**config.mk**
```make
export PLATFORM = sky130hd
export DESIGN_NAME = hamming_scrubber
export DESIGN_NICKNAME = d
export VERILOG_FILES = /design/src/rtl/hamming_scrubber_pkg.sv /design/src/rtl/hamming_scrubber_codec.sv /design/src/rtl/hamming_scrubber.sv
export SDC_FILE = /design/constraint.sdc
export NUM_CORES = 1
export LEC_CHECK = 0
export CAP_MARGIN = 20
export CORE_ASPECT_RATIO = 1.75
export CORE_UTILIZATION = 50
export CTS_CLUSTER_DIAMETER = 120
export CTS_CLUSTER_SIZE = 12
export DETAILED_ROUTE_END_ITERATION = 8
export PLACE_DENSITY_LB_ADDON = 0.12
export SYNTH_ARGS = -nofsm -noshare
export SYNTH_HDL_FRONTEND = slang
export SYNTH_SLANG_ARGS = --single-unit
```
**constraint.sdc**
```tcl
create_clock -name clock -period 7.45 [get_ports clock]
set_input_delay 1.1175 -clock clock [delete_from_list [all_inputs] [get_ports clock]]
set_output_delay 1.1175 -clock clock [all_outputs]
set_load 0.01 [all_outputs]
```
**src/rtl/hamming_scrubber_pkg.sv**
```systemverilog
// Shared types and Hamming geometry helpers for the background ECC scrubber.
package hamming_scrubber_pkg;

    typedef logic [2:0] state_t;

    localparam state_t ST_IDLE     = 3'd0;
    localparam state_t ST_WAIT     = 3'd1;
    localparam state_t ST_READ     = 3'd2;
    localparam state_t ST_CHECK    = 3'd3;
    localparam state_t ST_EVALUATE = 3'd4;
    localparam state_t ST_WRITE    = 3'd5;
    localparam state_t ST_ADVANCE  = 3'd6;

    // Smallest r with 2^r >= data_width + r + 1.
    function automatic int parity_width(input int data_width);
        int r;
        r = 1;
        for (int i = 1; i < 30; i++) begin
            r = ((1 << i) < data_width + i + 1) ? i + 1 : r;
        end
        return r;
    endfunction

    // 1-based codeword position of data bit k; powers of two hold parity.
    function automatic int data_pos(input int k);
        int p;
        p = k + 1;
        for (int j = 0; j < 30; j++) begin
            p = ((1 << j) <= p) ? p + 1 : p;
        end
        return p;
    endfunction

endpackage

```
**src/rtl/hamming_scrubber_codec.sv**
```systemverilog
// Hamming SEC encoder and decoder; parity bits sit at power-of-two positions.
module hamming_encoder
    import hamming_scrubber_pkg::*;
#(
    parameter int DATA_WIDTH = 8,
    localparam int PARITY_WIDTH = parity_width(DATA_WIDTH),
    localparam int BLOCK_WIDTH = DATA_WIDTH + PARITY_WIDTH
) (
    input  logic [DATA_WIDTH-1:0]  data,
    output logic [BLOCK_WIDTH-1:0] block
);

    logic [PARITY_WIDTH-1:0] parity_s;

    // Parity j covers every data position whose index has bit j set.
    always_comb begin
        parity_s = '0;
        for (int j = 0; j < PARITY_WIDTH; j++) begin
            for (int k = 0; k < DATA_WIDTH; k++) begin
                parity_s[j] = parity_s[j] ^ ((((data_pos(k) >> j) & 1) == 1) ? data[k] : 1'b0);
            end
        end
    end

    // Scatter data and parity into codeword positions.
    always_comb begin
        block = '0;
        for (int k = 0; k < DATA_WIDTH; k++) begin
            block[data_pos(k) - 1] = data[k];
        end
        for (int j = 0; j < PARITY_WIDTH; j++) begin
            block[(1 << j) - 1] = parity_s[j];
        end
    end

endmodule

module hamming_decoder
    import hamming_scrubber_pkg::*;
#(
    parameter int DATA_WIDTH = 8,
    localparam int PARITY_WIDTH = parity_width(DATA_WIDTH),
    localparam int BLOCK_WIDTH = DATA_WIDTH + PARITY_WIDTH
) (
    input  logic [BLOCK_WIDTH-1:0]  block,
    output logic [PARITY_WIDTH-1:0] syndrome,
    output logic [DATA_WIDTH-1:0]   data
);

    logic [BLOCK_WIDTH-1:0] fixed_s;

    // Syndrome is the XOR of the positions of all set bits.
    always_comb begin
        syndrome = '0;
        for (int p = 1; p <= BLOCK_WIDTH; p++) begin
            syndrome = syndrome ^ (block[p-1] ? PARITY_WIDTH'(p) : PARITY_WIDTH'(0));
        end
    end

    // Flip the addressed bit and gather the payload back out.
    always_comb begin
        fixed_s = '0;
        data    = '0;
        for (int p = 1; p <= BLOCK_WIDTH; p++) begin
            fixed_s[p-1] = block[p-1] ^ (syndrome == PARITY_WIDTH'(p));
        end
        for (int k = 0; k < DATA_WIDTH; k++) begin
            data[k] = fixed_s[data_pos(k) - 1];
        end
    end

endmodule

```
**src/rtl/hamming_scrubber.sv**
```systemverilog
// Background scrubber: walks the memory in idle cycles and rewrites blocks
// carrying a correctable single-bit error.
module hamming_scrubber
    import hamming_scrubber_pkg::*;
#(
    parameter int DATA_WIDTH     = 8,
    parameter int DEPTH          = 16,
    parameter int INTERVAL_WIDTH = 16,
    parameter int COUNT_WIDTH    = 16,
    localparam int ADDRESS_WIDTH = $clog2(DEPTH),
    localparam int PARITY_WIDTH  = parity_width(DATA_WIDTH),
    localparam int BLOCK_WIDTH   = DATA_WIDTH + PARITY_WIDTH
) (
    input  logic                      clock,
    input  logic                      resetn,
    input  logic                      enable,
    input  logic [INTERVAL_WIDTH-1:0] interval,
    input  logic                      memory_busy,
    output logic                      read_enable,
    output logic [ADDRESS_WIDTH-1:0]  read_address,
    input  logic [BLOCK_WIDTH-1:0]    read_block,
    output logic                      write_enable,
    output logic [ADDRESS_WIDTH-1:0]  write_address,
    output logic [BLOCK_WIDTH-1:0]    write_block,
    output logic                      busy,
    output logic                      corrected_pulse,
    output logic                      sweep_done,
    output logic [COUNT_WIDTH-1:0]    corrected_count
);

    localparam logic [PARITY_WIDTH-1:0]  LAST_POS  = PARITY_WIDTH'(BLOCK_WIDTH);
    localparam logic [ADDRESS_WIDTH-1:0] LAST_ADDR = ADDRESS_WIDTH'(DEPTH - 1);

    state_t                    state_r, state_s;
    logic [ADDRESS_WIDTH-1:0]  address_r;
    logic [INTERVAL_WIDTH-1:0] wait_r;
    logic [BLOCK_WIDTH-1:0]    block_r;
    logic [COUNT_WIDTH-1:0]    count_r;
    logic [PARITY_WIDTH-1:0]   syndrome_s;
    logic [DATA_WIDTH-1:0]     data_s;
    logic                      reload_s, read_s, write_s, wrap_s;

    hamming_decoder #(.DATA_WIDTH(DATA_WIDTH)) u_decoder (
        .block    (block_r),
        .syndrome (syndrome_s),
        .data     (data_s)
    );

    hamming_encoder #(.DATA_WIDTH(DATA_WIDTH)) u_encoder (
        .data  (data_s),
        .block (write_block)
    );

    // Next state and access strobes; strobes only fire on an idle memory.
    always_comb begin
        state_s  = state_r;
        reload_s = 1'b0;
        read_s   = 1'b0;
        write_s  = 1'b0;
        case (state_r)
            ST_IDLE, ST_ADVANCE: begin
                if (enable) begin
                    reload_s = 1'b1;
                    state_s  = (interval == '0) ? ST_READ : ST_WAIT;
                end else begin
                    state_s = ST_IDLE;
                end
            end
            ST_WAIT:     state_s = (wait_r <= INTERVAL_WIDTH'(1)) ? ST_READ : ST_WAIT;
            ST_READ: begin
                if (!memory_busy) begin
                    read_s  = 1'b1;
                    state_s = ST_CHECK;
                end else begin
                    state_s = ST_READ;
                end
            end
            ST_CHECK:    state_s = ST_EVALUATE;
            // Syndromes past the last real position come from double errors.
            ST_EVALUATE: state_s = (syndrome_s == '0 || syndrome_s > LAST_POS) ? ST_ADVANCE : ST_WRITE;
            ST_WRITE: begin
                if (!memory_busy) begin
                    write_s = 1'b1;
                    state_s = ST_ADVANCE;
                end else begin
                    state_s = ST_WRITE;
                end
            end
            default:     state_s = ST_IDLE;
        endcase
    end

    assign wrap_s = (state_r == ST_ADVANCE) && (address_r == LAST_ADDR);

    // Scrub state, address walk, pacing counter, captured block and tally.
    always_ff @(posedge clock or negedge resetn) begin
        if (!resetn) begin
            state_r   <= ST_IDLE;
            address_r <= '0;
            wait_r    <= '0;
            block_r   <= '0;
            count_r   <= '0;
        end else begin
            state_r <= state_s;
            if (reload_s) begin
                wait_r <= interval;
            end else if (state_r == ST_WAIT) begin
                wait_r <= wait_r - INTERVAL_WIDTH'(1);
            end
            if (state_r == ST_CHECK) begin
                block_r <= read_block;
            end
            if (state_r == ST_ADVANCE) begin
                address_r <= wrap_s ? '0 : address_r + ADDRESS_WIDTH'(1);
            end
            if (write_s && (count_r != '1)) begin
                count_r <= count_r + COUNT_WIDTH'(1);
            end
        end
    end

    assign read_enable     = read_s;
    assign read_address    = address_r;
    assign write_enable    = write_s;
    assign write_address   = address_r;
    assign busy            = (state_r != ST_IDLE);
    assign corrected_pulse = write_s;
    assign sweep_done      = wrap_s;
    assign corrected_count = count_r;

endmodule

```
==> impl_metrics.ini <==
[outcome]
outcome = complete, no violations

[worst_setup_path]
r2r_cells = 6
critPathSlowestCell = clkdlybuf4s50_1
path_cells = xnor3_1 -> xor2_2 -> nand3_1 -> mux2i_1 -> xor2_1 -> xnor2_1 -> clkdlybuf4s50_1
critPathKind = flop to primary output
crit_path_start_kind = flop
crit_path_max_fanout = 10
cp-end-kind = primary output
slowest_delay_ps = 550
rrSetupSlack_ps = 5170
cp_data_arrival_time_ps = 3100
r2r_start = wait_r[6]
crit_required_ps = 6330
regToRegEndpoint = state_r[1]

[sta]
fin_setup_tns_ps = 0
max_freq_ghz = 0.237
report.final.hold_viol_count = 0
rsz0062_at_grt = no
worstMarginPinSlew_ps = 651
fin_skew_ps = 5.83
setup_viol = 0
maxSlewViolCount = 0
relSlewSlack = 0.566
timing.final.crit_share = 0.566
min_period_ps = 4220

[worst_hold_path]
hold_path_end = corrected_count[14]
min-delay-start = corrected_count[14]
hold_class = flop to flop
worstHoldPathCells = 1

[synth]
yosysWarnings = 0
ys_ff_latch = 51
synth_fa_ha_area_frac = 0.0162
syn_inst = 299
synthesis.area_um2 = 3090
avgSynthCellArea_um2 = 10.3
synthSimpleGateAreaFrac = 0.205
synth.distinct_cells = 48
synth_xor_area_frac = 0.182
yosysSeqAreaShare = 0.414
synth_compound_area_frac = 0.0831
syn-num-nets = 335
synth_mux_area_frac = 0.0681
synth_top_family_by_area = simple AND/OR/NAND/NOR gates

[routing]
wl_per_cell_um = 14.9
vias_per_cell = 5.54
drtIter0Drc = 77
ant_nets = 0
drcViolationCount = 0
routed_wl_mm = 6.64
vias = 2475
dr.pass1.iters = 4

[place]
hpwl_mm = 5.02
numPortBuffers = 72
postPlaceCellArea_um2 = 3850
globalplace.congestion = 0.884

[cts]
hold_buffers = 0
clkTransAtPathRegs_ps = 100
clk_path_buf_depth = 2
cts_resized = 0
clk_latency_ps = 310
numCtsBuffers = 5
cts_root_buffer = clkbuf_8
post_cts.repair.setup_buffers = 0
tritoncts = built
cts_sinks = 51
cts.htree.levels = 2

[final_layout]
num-nets-final = 404
drive_gt1_frac = 0.103
design_area_um2 = 3970
diodes = 0
final_util = 0.670
area_growth_pct = 28.7
final_common_cell = clkdlybuf4s50_1
final_cell_mix = 71 x clkdlybuf4s50_1, 51 x dfrtp_1, 31 x nand2_1

[floorplanning]
die_area_um2 = 6500
fp.dieH_um = 106
core_area_um2 = 5930
ioPinCount = 73
die_w_um = 61.4
num_rows = 37
start_util = 0.521

[global_routing]
grt_max_degree = 52
grt_pass1_vias = 2399
grt_pass1_wl_mm = 10.8
grt.total_usage = 0.220
antenna_found_initial = 0
gr-total-overflow = 0

[job]
cap_viol_max_count = 0
kinds of logic (layout without fill, tap and decap cells):
kind of cell	count (synthesis)	after routing
compound gates	38	38
fa+ha+maj	4	4
xor+xnor	49	49
flops	51	51
buf+inv	20	90
simple gates	118	118
mux	19	19
registers in the layout, summed over array words and instances (netlist names):
signal	flops
corrected_count	16
wait_r	16
block_r	12
read_address	4
state_r	3
routing by layer:
metal  wire, um  GRT usage  part of all wire  up-vias
met5          0          0                 0        -
met1       2590      0.257              0.39     1198
li1           -          -                 -     1209
met4        155     0.0825             0.023        0
met2       3730      0.392              0.56       55
met3        167     0.0268             0.025       13
Yosys cell counts (all sizes together):
master / count / area share
nand4: 8 / 0.016
nand2: 31 / 0.038
o31a: 1 / 0.0028
nand3: 17 / 0.028
o211ai: 9 / 0.022
nor4bb: 1 / 0.0032
and2: 2 / 0.0041
xnor2: 28 / 0.092
nor2b: 2 / 0.0041
dfrtp: 51 / 0.41
and4: 2 / 0.0057
a2bb2oi: 1 / 0.0028
nand2b: 3 / 0.0061
o21ai: 9 / 0.015
o311ai: 4 / 0.011
clkbuf: 5 / 0.0061
nor3: 6 / 0.0097
buf: 8 / 0.017
a21oi: 6 / 0.0097
and3: 2 / 0.0041
nand3b: 1 / 0.0024
or3: 1 / 0.0020
xor2: 15 / 0.045
or4: 5 / 0.012
xnor3: 5 / 0.037
mux2i: 3 / 0.0097
ha: 4 / 0.016
nand4b: 1 / 0.0028
a221o: 2 / 0.0065
xor3: 1 / 0.0081
nor3b: 1 / 0.0041
o21a: 1 / 0.0024
o221ai: 1 / 0.0028
nor4: 12 / 0.026
a31oi: 4 / 0.0081
or2: 1 / 0.0020
inv: 7 / 0.0085
mux2: 16 / 0.058
nor4b: 2 / 0.011
nor2: 20 / 0.024
stage by stage:
stage | instances | hold slack [ps] | worst slack [ps]
finish | 447 | 509 | 3230
global route | 447 | 546 | 3020
CTS | 447 | 520 | 3210
detailed placement | 439 | 503 | 3570
global placement | 439 | 485 | 3600
floorplan | 299 | 479 | 4220
worst max-delay path, delay by kind of cell (launching register included):
family | cells | cell delay (ps)
buf+inv | 1 | 550
simple gates | 1 | 190
flops | 1 | 530
mux | 1 | 290
xor+xnor | 4 | 1240
worst max-delay path by stage:
stage	from	end	slack, ps
floorplan	memory_busy	write_enable	4220
global placement	block_r[6]	write_block[0]	3600
detailed placement	block_r[6]	write_block[0]	3570
CTS	block_r[6]	write_block[0]	3210
global route	block_r[6]	write_block[1]	3020
finish	block_r[6]	write_block[1]	3230
area by class of cell:
cell class | instances | area, um2
Sequential cell | 51 | 1280
Multi-Input combinational cell | 228 | 1720
Inverter | 7 | 26.3
Clock buffer | 5 | 68.8
Timing Repair Buffer | 75 | 738
Tap cell | 78 | 97.6
Fill cell | 518 | 1950
Clock inverter | 3 | 47.5
Power is left out: the tool's default activity adds up to more than one toggle a clock period on the data nets, which glitch-free logic cannot reach.
